## src/rtl/traffic_pkg.sv

```systemverilog
// Shared phase/owner encodings and the round-robin successor search for the
// three-approach intersection arbiter.
package traffic_pkg;

    typedef enum logic [1:0] {
        GREEN  = 2'd0,
        YELLOW = 2'd1,
        ALLRED = 2'd2
    } phase_t;

    typedef enum logic [1:0] {
        OWN_R1 = 2'd0,
        OWN_R2 = 2'd1,
        OWN_F  = 2'd2
    } owner_t;

    // First waiting approach after cur, in the order R1 -> R2 -> F -> R1.
    function automatic owner_t rrNext(input owner_t cur, input logic [2:0] waiting);
        owner_t     result;
        logic [1:0] idx;
        logic       found;
        result = cur;
        found  = 1'b0;
        idx    = cur;
        for (int step = 0; step < 3; step++) begin
            idx = (idx == 2'd2) ? 2'd0 : idx + 2'd1;
            if (!found && waiting[idx]) begin
                result = owner_t'(idx);
                found  = 1'b1;
            end
        end
        return result;
    endfunction

endpackage

```

## src/rtl/traffic_phase_arbiter_timer.sv

```systemverilog
// Phase timer: counts up from zero after each clear and holds at the limit;
// tc flags that the limit has been reached.
module phase_timer #(
    parameter int unsigned CNT_W = 4
) (
    input  logic             clk,
    input  logic             rst_n,
    input  logic             clear,
    input  logic             enable,
    input  logic [CNT_W-1:0] limit,
    output logic [CNT_W-1:0] count,
    output logic             tc
);

    always_ff @(posedge clk) begin
        if (!rst_n || clear) begin
            count <= '0;
        end else if (enable && (count < limit)) begin
            count <= count + 1'b1;
        end
    end

    assign tc = (count == limit);

endmodule

```

## src/rtl/traffic_phase_arbiter.sv

```systemverilog
// Round-robin right-of-way scheduler for R1/R2/F with bounded green, fixed
// yellow and all-red clearance, driving registered lamp outputs.
module traffic_phase_arbiter
    import traffic_pkg::*;
#(
    parameter int unsigned GREEN_MIN = 4,
    parameter int unsigned GREEN_MAX = 8,
    parameter int unsigned YELLOW_T  = 2,
    parameter int unsigned ALLRED_T  = 1,
    parameter int unsigned CNT_W     = 4
) (
    input  logic       clk,
    input  logic       rst_n,
    input  logic [2:0] req,
    output logic       R1G,
    output logic       R1Y,
    output logic       R1R,
    output logic       R2G,
    output logic       R2Y,
    output logic       R2R,
    output logic       FG,
    output logic       FY,
    output logic       FR,
    output logic [1:0] owner,
    output logic [1:0] phase
);

    localparam logic [CNT_W-1:0] GMIN_LIM   = CNT_W'(GREEN_MIN - 1);
    localparam logic [CNT_W-1:0] GMAX_LIM   = CNT_W'(GREEN_MAX - 1);
    localparam logic [CNT_W-1:0] YELLOW_LIM = CNT_W'(YELLOW_T - 1);
    localparam logic [CNT_W-1:0] ALLRED_LIM = CNT_W'(ALLRED_T - 1);
    localparam logic [8:0]       LAMPS_RST  = 9'b100_100_001;

    phase_t           phaseQ, phaseD;
    owner_t           ownerQ, ownerD, nextOwnerQ, nextOwnerD;
    logic [2:0]       pendQ, pendD, ownerMask, other;
    logic [8:0]       lampQ, lampD;
    logic [CNT_W-1:0] timerLimit, timerCount;
    logic             timerTc, ownerReq;

    always_comb begin
        unique case (phaseQ)
            YELLOW:  timerLimit = YELLOW_LIM;
            ALLRED:  timerLimit = ALLRED_LIM;
            default: timerLimit = GMAX_LIM;
        endcase
    end

    phase_timer #(.CNT_W(CNT_W)) u_timer (
        .clk    (clk),
        .rst_n  (rst_n),
        .clear  (phaseD != phaseQ),
        .enable (1'b1),
        .limit  (timerLimit),
        .count  (timerCount),
        .tc     (timerTc)
    );

    always_ff @(posedge clk) begin
        if (!rst_n) begin
            phaseQ     <= GREEN;
            ownerQ     <= OWN_R1;
            nextOwnerQ <= OWN_R1;
            pendQ      <= '0;
            lampQ      <= LAMPS_RST;
        end else begin
            phaseQ     <= phaseD;
            ownerQ     <= ownerD;
            nextOwnerQ <= nextOwnerD;
            pendQ      <= pendD;
            lampQ      <= lampD;
        end
    end

    assign ownerMask = 3'b001 << ownerQ;
    assign other     = pendQ & ~ownerMask;
    assign ownerReq  = |(req & ownerMask);

    // In GREEN the saturated timer (tc) doubles as the GREEN_MAX bound.
    always_comb begin
        phaseD     = phaseQ;
        ownerD     = ownerQ;
        nextOwnerD = nextOwnerQ;
        pendD      = pendQ | (req & ((phaseQ == GREEN) ? ~ownerMask : 3'b111));
        unique case (phaseQ)
            GREEN: begin
                if ((other != 3'b000) && (timerCount >= GMIN_LIM) && (!ownerReq || timerTc)) begin
                    phaseD     = YELLOW;
                    nextOwnerD = rrNext(ownerQ, other);
                end
            end
            YELLOW: begin
                if (timerTc) phaseD = ALLRED;
            end
            ALLRED: begin
                if (timerTc) begin
                    phaseD = GREEN;
                    ownerD = nextOwnerQ;
                    pendD  = pendD & ~(3'b001 << nextOwnerQ);
                end
            end
            default: phaseD = GREEN;
        endcase
    end

    // Lamps are decoded from the upcoming state so the registered copy lines up with phase/owner.
    always_comb begin
        lampD = '0;
        for (int a = 0; a < 3; a++) begin
            if (ownerD == owner_t'(a)) begin
                unique case (phaseD)
                    GREEN:   lampD[3*a]     = 1'b1;
                    YELLOW:  lampD[3*a + 1] = 1'b1;
                    default: lampD[3*a + 2] = 1'b1;
                endcase
            end else begin
                lampD[3*a + 2] = 1'b1;
            end
        end
    end

    assign {FR, FY, FG, R2R, R2Y, R2G, R1R, R1Y, R1G} = lampQ;
    assign owner = ownerQ;
    assign phase = phaseQ;

endmodule
```

## config.mk

```make
export PLATFORM = sky130hd
export DESIGN_NAME = traffic_phase_arbiter
export DESIGN_NICKNAME = d
export VERILOG_FILES = /design/src/rtl/traffic_pkg.sv /design/src/rtl/traffic_phase_arbiter_timer.sv /design/src/rtl/traffic_phase_arbiter.sv
export SDC_FILE = /design/constraint.sdc
export NUM_CORES = 1
export LEC_CHECK = 0
export BUFFER_PORTS_ARGS = -buffer_cell sky130_fd_sc_hd__buf_4
export CAP_MARGIN = 25
export CORE_MARGIN = 2
export CORE_UTILIZATION = 30
export CTS_CLUSTER_DIAMETER = 100
export DETAILED_ROUTE_END_ITERATION = 16
export PLACE_DENSITY = 0.55
export SYNTH_ARGS = -nofsm -noshare
export SYNTH_HDL_FRONTEND = slang
export SYNTH_HIERARCHICAL = 1
export SYNTH_SLANG_ARGS = --single-unit
```

## constraint.sdc

```tcl
create_clock -name clk -period 3.8 [get_ports clk]
set_input_delay 0.38 -clock clk [delete_from_list [all_inputs] [get_ports clk]]
set_output_delay 0.38 -clock clk [all_outputs]
set_load 0.01 [all_outputs]
```

After elaboration in Yosys (flattened, before gate mapping)
Index checks and enable logic that the tools add are counted.

storage, ports and cells
  register bits = 22
  bits in latches = 0
  RAM bits = 0
  bits in read-only memories = 0
  input bits = 5
  output and inout bits = 13
  word-level logic and storage cells = 90
  memories kept = 0

operators by class
  add/sub/neg operators = 4
  multipliers = 0
  div/mod/pow operators = 0
  magnitude comparators = 5
  equality and inequality tests = 10
  shift-type cells = 2
  muxes and demuxes = 33
  bitwise logic cells = 7
  reductions and logical operators = 20

operator list
  operator                                                           count
  two-way mux 2 bit                                                  11
  two-way mux 1 bit                                                  14
  bitwise AND 3 bit                                                  4
  equality test 2 bit, second input constant                         5
  < comparator 2 x 3 -> 1 bit, second input constant                 3
  two-way mux 3 bit                                                  3
  AND reduction 2 bit                                                4
  adder 2 x 1 -> 2 bit, second input constant                        3
  binary-select mux 1 bit (select 2 bit)                             3
  equality test 2 x 1 -> 1 bit, second input constant                3
  logical NOT 2 bit                                                  3
  NOT 3 bit                                                          2
  case mux 2 bit (3 select lines)                                    1
  case mux 3 bit (2 select lines)                                    1
  << shifter 1 x 2 -> 3 bit, first input constant                    2
  adder 4 x 1 -> 4 bit, second input constant                        1
  equality test 4 x 3 -> 1 bit                                       1
  greater-or-equal comparator 4 x 2 -> 1 bit, second input constant  1
  logical AND 1 bit                                                  4
  logical NOT 1 bit                                                  4
  < comparator 4 x 3 -> 1 bit                                        1
  bitwise OR 3 bit                                                   1
  nonzero test 3 bit                                                 1
  OR reduction 3 bit                                                 1
  3 further kinds                                                    4

Depth between registers and ports, before layout
  depth in word-level cells = 16
  mapped depth = 15
  mapped depth without buffers = 14

By module
Netlist, hierarchy kept.

by module, submodules not included
  module                 instances  cells each  area each (um^2)  seq. area each (um^2)
  traffic_phase_arbiter  1          112         952.2             360.3
  phase_timer            1          36          316.6             80.1

Worst setup path after synthesis
Ideal clock, no wire load.

  path type = register to register
  start = register phaseQ[0], in the netlist phase[0]
  end = register u_timer.count[2]
  library setup time = 0.072 ns
  arrival = 2.840 ns
  data required time = 3.728 ns
  slack = 0.888 ns
  stages on the path, launching flop included = 14
  path buffers = 1
  clock period less this slack = 2.912 ns
  path through = dfxtp_1 inv_1 ha_1 inv_1 inv_1 ha_1 and4_1 o31ai_2 o21ai_2 a221o_1 nor2b_1 buf_1 nand2_1 mux2i_1

on the way
  longest elaborated chain between the ends = 9
  elaborated cells between the ends (all ways) = 14
  those cells by class = 1 x order compare; 4 x eq/ne; 5 x mux; 4 x reduce/logical

ends and longest elaborated chain
  what                                                                        line                               text
  start, declared                                                             traffic_phase_arbiter.sv:34        phase_t phaseQ, phaseD;
  start signal, assigned                                                      traffic_phase_arbiter.sv:67        phaseQ <= phaseD;
  equality test 2 bit / equality test 2 x 1 -> 1 bit (equally long branches)  traffic_phase_arbiter.sv:42        unique case (phaseQ)
  case mux 3 bit (2 select lines) (*)                                         traffic_phase_arbiter.sv:42
  via timerLimit[1]                                                           traffic_phase_arbiter.sv:38        logic [CNT_W-1:0] timerLimit, timerCount;
  equality test 4 x 3 -> 1 bit (*)                                            traffic_phase_arbiter_timer.sv:23  assign tc = (count == limit);
  via timerTc                                                                 traffic_phase_arbiter.sv:39        logic timerTc, ownerReq;
  logical OR 1 bit                                                            traffic_phase_arbiter.sv:87        if ((other != 3'b000) && (timerCount >= GMIN_LIM) && (!ownerReq || timerTc)) begin
  logical AND 1 bit                                                           traffic_phase_arbiter.sv:87
  two-way mux 2 bit                                                           traffic_phase_arbiter.sv:87
  case mux 2 bit (3 select lines) (*)                                         traffic_phase_arbiter.sv:85        unique case (phaseQ)
  != test 2 bit (*)                                                           traffic_phase_arbiter.sv:52        .clear (phaseD != phaseQ),
  logical OR 1 bit (*)                                                        traffic_phase_arbiter_timer.sv:16  if (!rst_n || clear) begin
  end signal, assigned                                                        traffic_phase_arbiter_timer.sv:19  count <= count + 1'b1;
  end, declared                                                               traffic_phase_arbiter_timer.sv:11  output logic [CNT_W-1:0] count,

Mark *: on every way through the listed nets, which the timed path passes. The rest lies on a longest branch.
A chain may end at the register's enable or synchronous reset.

Worst setup path in the final report
  start = register phaseQ[1], in the netlist phase[1]
  end = register u_timer.count[0]

Same word-level chain as after synthesis.

==> results.yml <==
outcome:
  status: "finished, final reports clean"
floorplanning:
  start_util_pct: 31.5
  ios: 18
  dieArea_sq_um: 4770
  rows: 23
  die_w_um: 69.0
  dieHeight_um: 69.0
  core_sq_um: 4030
logic_synthesis:
  mappedNetlistArea_sq_um: 1270
  synthSimpleGateAreaFrac_pct: 23.9
  async_flop_share_pct: 0
  synth_ff_type: "dfxtp_1"
  ys_warn_count: 6
  ys_seq_elements: 22
  ys_seq_area_share_pct: 34.7
  synth_cells: 148
  synth_compound_area_share_pct: 19.6
  synth_edf_count: 0
  synth_fa_ha_area_share_pct: 8.88
  synth_cell_types: 44
  synth_top_family_by_area: "simple AND/OR/NAND/NOR gates"
  synthesis.nets: 162
  synth_mux_area_share_pct: 6.41
  synthXorXnorAreaFrac_pct: 0
  avgSynthCellArea_sq_um: 8.57
cells_and_area:
  num_antenna_cells: 0
  areaGrowthSynthToFinish_pct: 17.3
  drive_gt1_share_pct: 21.7
  fin_nets: 181
place:
  hpwl_mm: 2.20
  place_ws_ns: 0.485
  portBuffers: 17
  gp_routability_congestion: 0.817
clock_network:
  clkTransAtPathRegs_ns: 0.08
  holdBufCountCts: 0
  cts_root_buf: "clkbuf_8"
  numCtsBuffers: 3
  clkSinkCount: 22
  cts_resized: 0
  clockBufferDepth: 2
  post-cts-setup-buffer-count: 0
  tritoncts: "done"
  ctsHtreeMaxLevel: 1
  clk_latency_ns: 0.26
timing:
  worst_slack_ns: 0.454
  timing.final.crit_share_pct: 88.1
  setup-violations-final: 0
  fmax_mhz: 299
  fin_crit_ns: 3.35
  drv_slew: 0
  worstMarginPinSlew_ns: 0.527
  max_slew_margin_pct: 64.8
  rsz0062_at_grt: "false"
  tns_ns: 0
  hold_viol: 0
  fin_skew_ns: 0.00767
critical_path:
  start_kind: "register"
  cp_max_fo: 9
  critPathRequiredTime_ns: 3.99
  crit_buf_inv: 3
  cp.arrival_ns: 3.54
  crit_type: "reg -> reg"
  cp_cell_sequence: "inv_1, ha_1, inv_1, inv_1, ha_1, and4_1, o31ai_2, o21ai_2, a221o_1, nor2b_1, nand2_1, mux2i_1"
  critical_path.max_stage_delay_ns: 0.51
  critPathMostFrequentCell: "inv_1"
  worst_setup_path_end_kind: "register"
  cpLargestDelayFamily: "compound AO/OA/AOI/OAI gates"
  cpMaxStageDelayCell: "dfxtp_1"
routing:
  drt_pass1_iterations: 4
  drt-total-wl_mm: 2.76
  ant_nets: 0
  drc: 0
  drt-initial-drc-count: 28
  wl_per_cell_um: 12.8
  vias_per_cell: 4.93
  vias: 1064
grt:
  grt_pass1_wl_mm: 4.73
  overflow: 0
  grt_antenna_before_repair: 0
  grt_max_degree: 13
  grt_usage_pct: 11.9
  grt_pass1_vias: 1054
power:
  pwr-share-clk_pct: 37.0
  combPwrFrac_pct: 8.3
  power.share.sequential_pct: 54.6
  swShare_pct: 22.1
  p_per_area_nw_per_um2: 296
  intPower_mw: 0.343
  p_leak_nw: 0.660
  ir_drop_v: 0.000239
  power_switching_mw: 0.0973
run:
  maxCapViolations: 0
hold_path:
  hold_path.class: "in -> reg"
## per-layer routing
layer / global-route usage, % / vias up / routed length [um] / share of wire [%]
met4: 2.61 / 0 / 32 / 1.2
met1: 15.1 / 493 / 1250 / 45
met3: 3.36 / 4 / 108 / 3.9
met5: 0 / - / 0 / 0
li1: - / 543 / - / -
met2: 20.1 / 24 / 1370 / 50
## cells in the mapped netlist, types with 2 or more instances
cell type / instances / area [sq um]
nand4_1: 2 / 12.5
or2_2: 2 / 12.5
dfxtp_1: 22 / 440
a211o_1: 2 / 17.5
o21ai_0: 5 / 25.0
inv_1: 12 / 45.0
nand2_1: 16 / 60.1
nand2b_1: 4 / 25.0
buf_6: 2 / 22.5
nor2b_1: 2 / 12.5
nor2_1: 20 / 75.1
o21ai_2: 2 / 17.5
ha_1: 9 / 113
conb_1: 2 / 7.51
nor3_1: 3 / 15.0
mux2i_1: 7 / 70.1
a21oi_1: 6 / 30.0
a21o_1: 2 / 15.0
nand3_1: 3 / 15.0
## through the flow
step / power (mW) / hold WS [ns] / utilization, % / std cells / instance area [sq um]
final: 0.440 / 0.355 / 36.9 / 216 / 1490
after floorplan: 0.270 / 0.460 / - / 148 / 1270
after global placement: 0.281 / 0.497 / 35.6 / 212 / 1430
after global routing: 0.465 / 0.363 / 36.9 / 216 / 1490
after detailed placement: 0.283 / 0.502 / 35.6 / 212 / 1430
after CTS: 0.449 / 0.354 / 36.9 / 216 / 1490
## logic make-up (layout without fill, tap and decap cells)
logic type      after synthesis  after routing
simple gates                 60             60
compound gates               31             31
flops                        22             22
buf+inv                      16             34
fa+ha+maj                     9              9
mux                           8              8
other cells                   2              2
## final cells by class
type	count	area (sq um)
flip-flops and latches	22	440
clock buffers	4	55.1
repair buffers	17	128
fillers	428	2540
multi-input cells	110	753
well taps	50	62.6
inverters	13	48.8
## flip-flops by register name (all words and copies together), names as in the netlist
name	flops
lampQ	9
u_timer/count	4
pendQ	3
nextOwnerQ	2
owner	2
phase	2
## path summary, 6_finish.rpt
check	slack [ns]	to	startpoint	cells past startpoint
worst max register to register	0.45	u_timer/count[0]	phase[1]	12
worst max-delay path	0.45	u_timer/count[0]	phase[1]	12
worst min-delay path	0.36	lampQ[0]	rst_n	2
worst min register to register	0.52	owner[0]	nextOwnerQ[0]	2
## power groups by stage
stage	combinational, mW	clock, mW	sequential (mW)
finish	0.0367	0.163	0.240
global placement	0.0353	0	0.245
global route	0.0414	0.182	0.242
CTS	0.0369	0.172	0.240
floorplan	0.0260	0	0.244
detailed placement	0.0368	0	0.246
## placed cells by master, fill, tap and decap left out, types with 3 or more instances in the layout
| cell type | n |
|---|---|
| ha_1 | 9 |
| nor2_1 | 20 |
| nand2_1 | 16 |
| buf_4 | 17 |
| nand2b_1 | 4 |
| mux2i_1 | 7 |
| clkbuf_8 | 4 |
| nand3_1 | 3 |
| a21oi_1 | 6 |
| nor3_1 | 3 |
| inv_1 | 12 |
| dfxtp_1 | 22 |
| o21ai_0 | 5 |
Note: power is estimated with default switching activity, not from simulation.
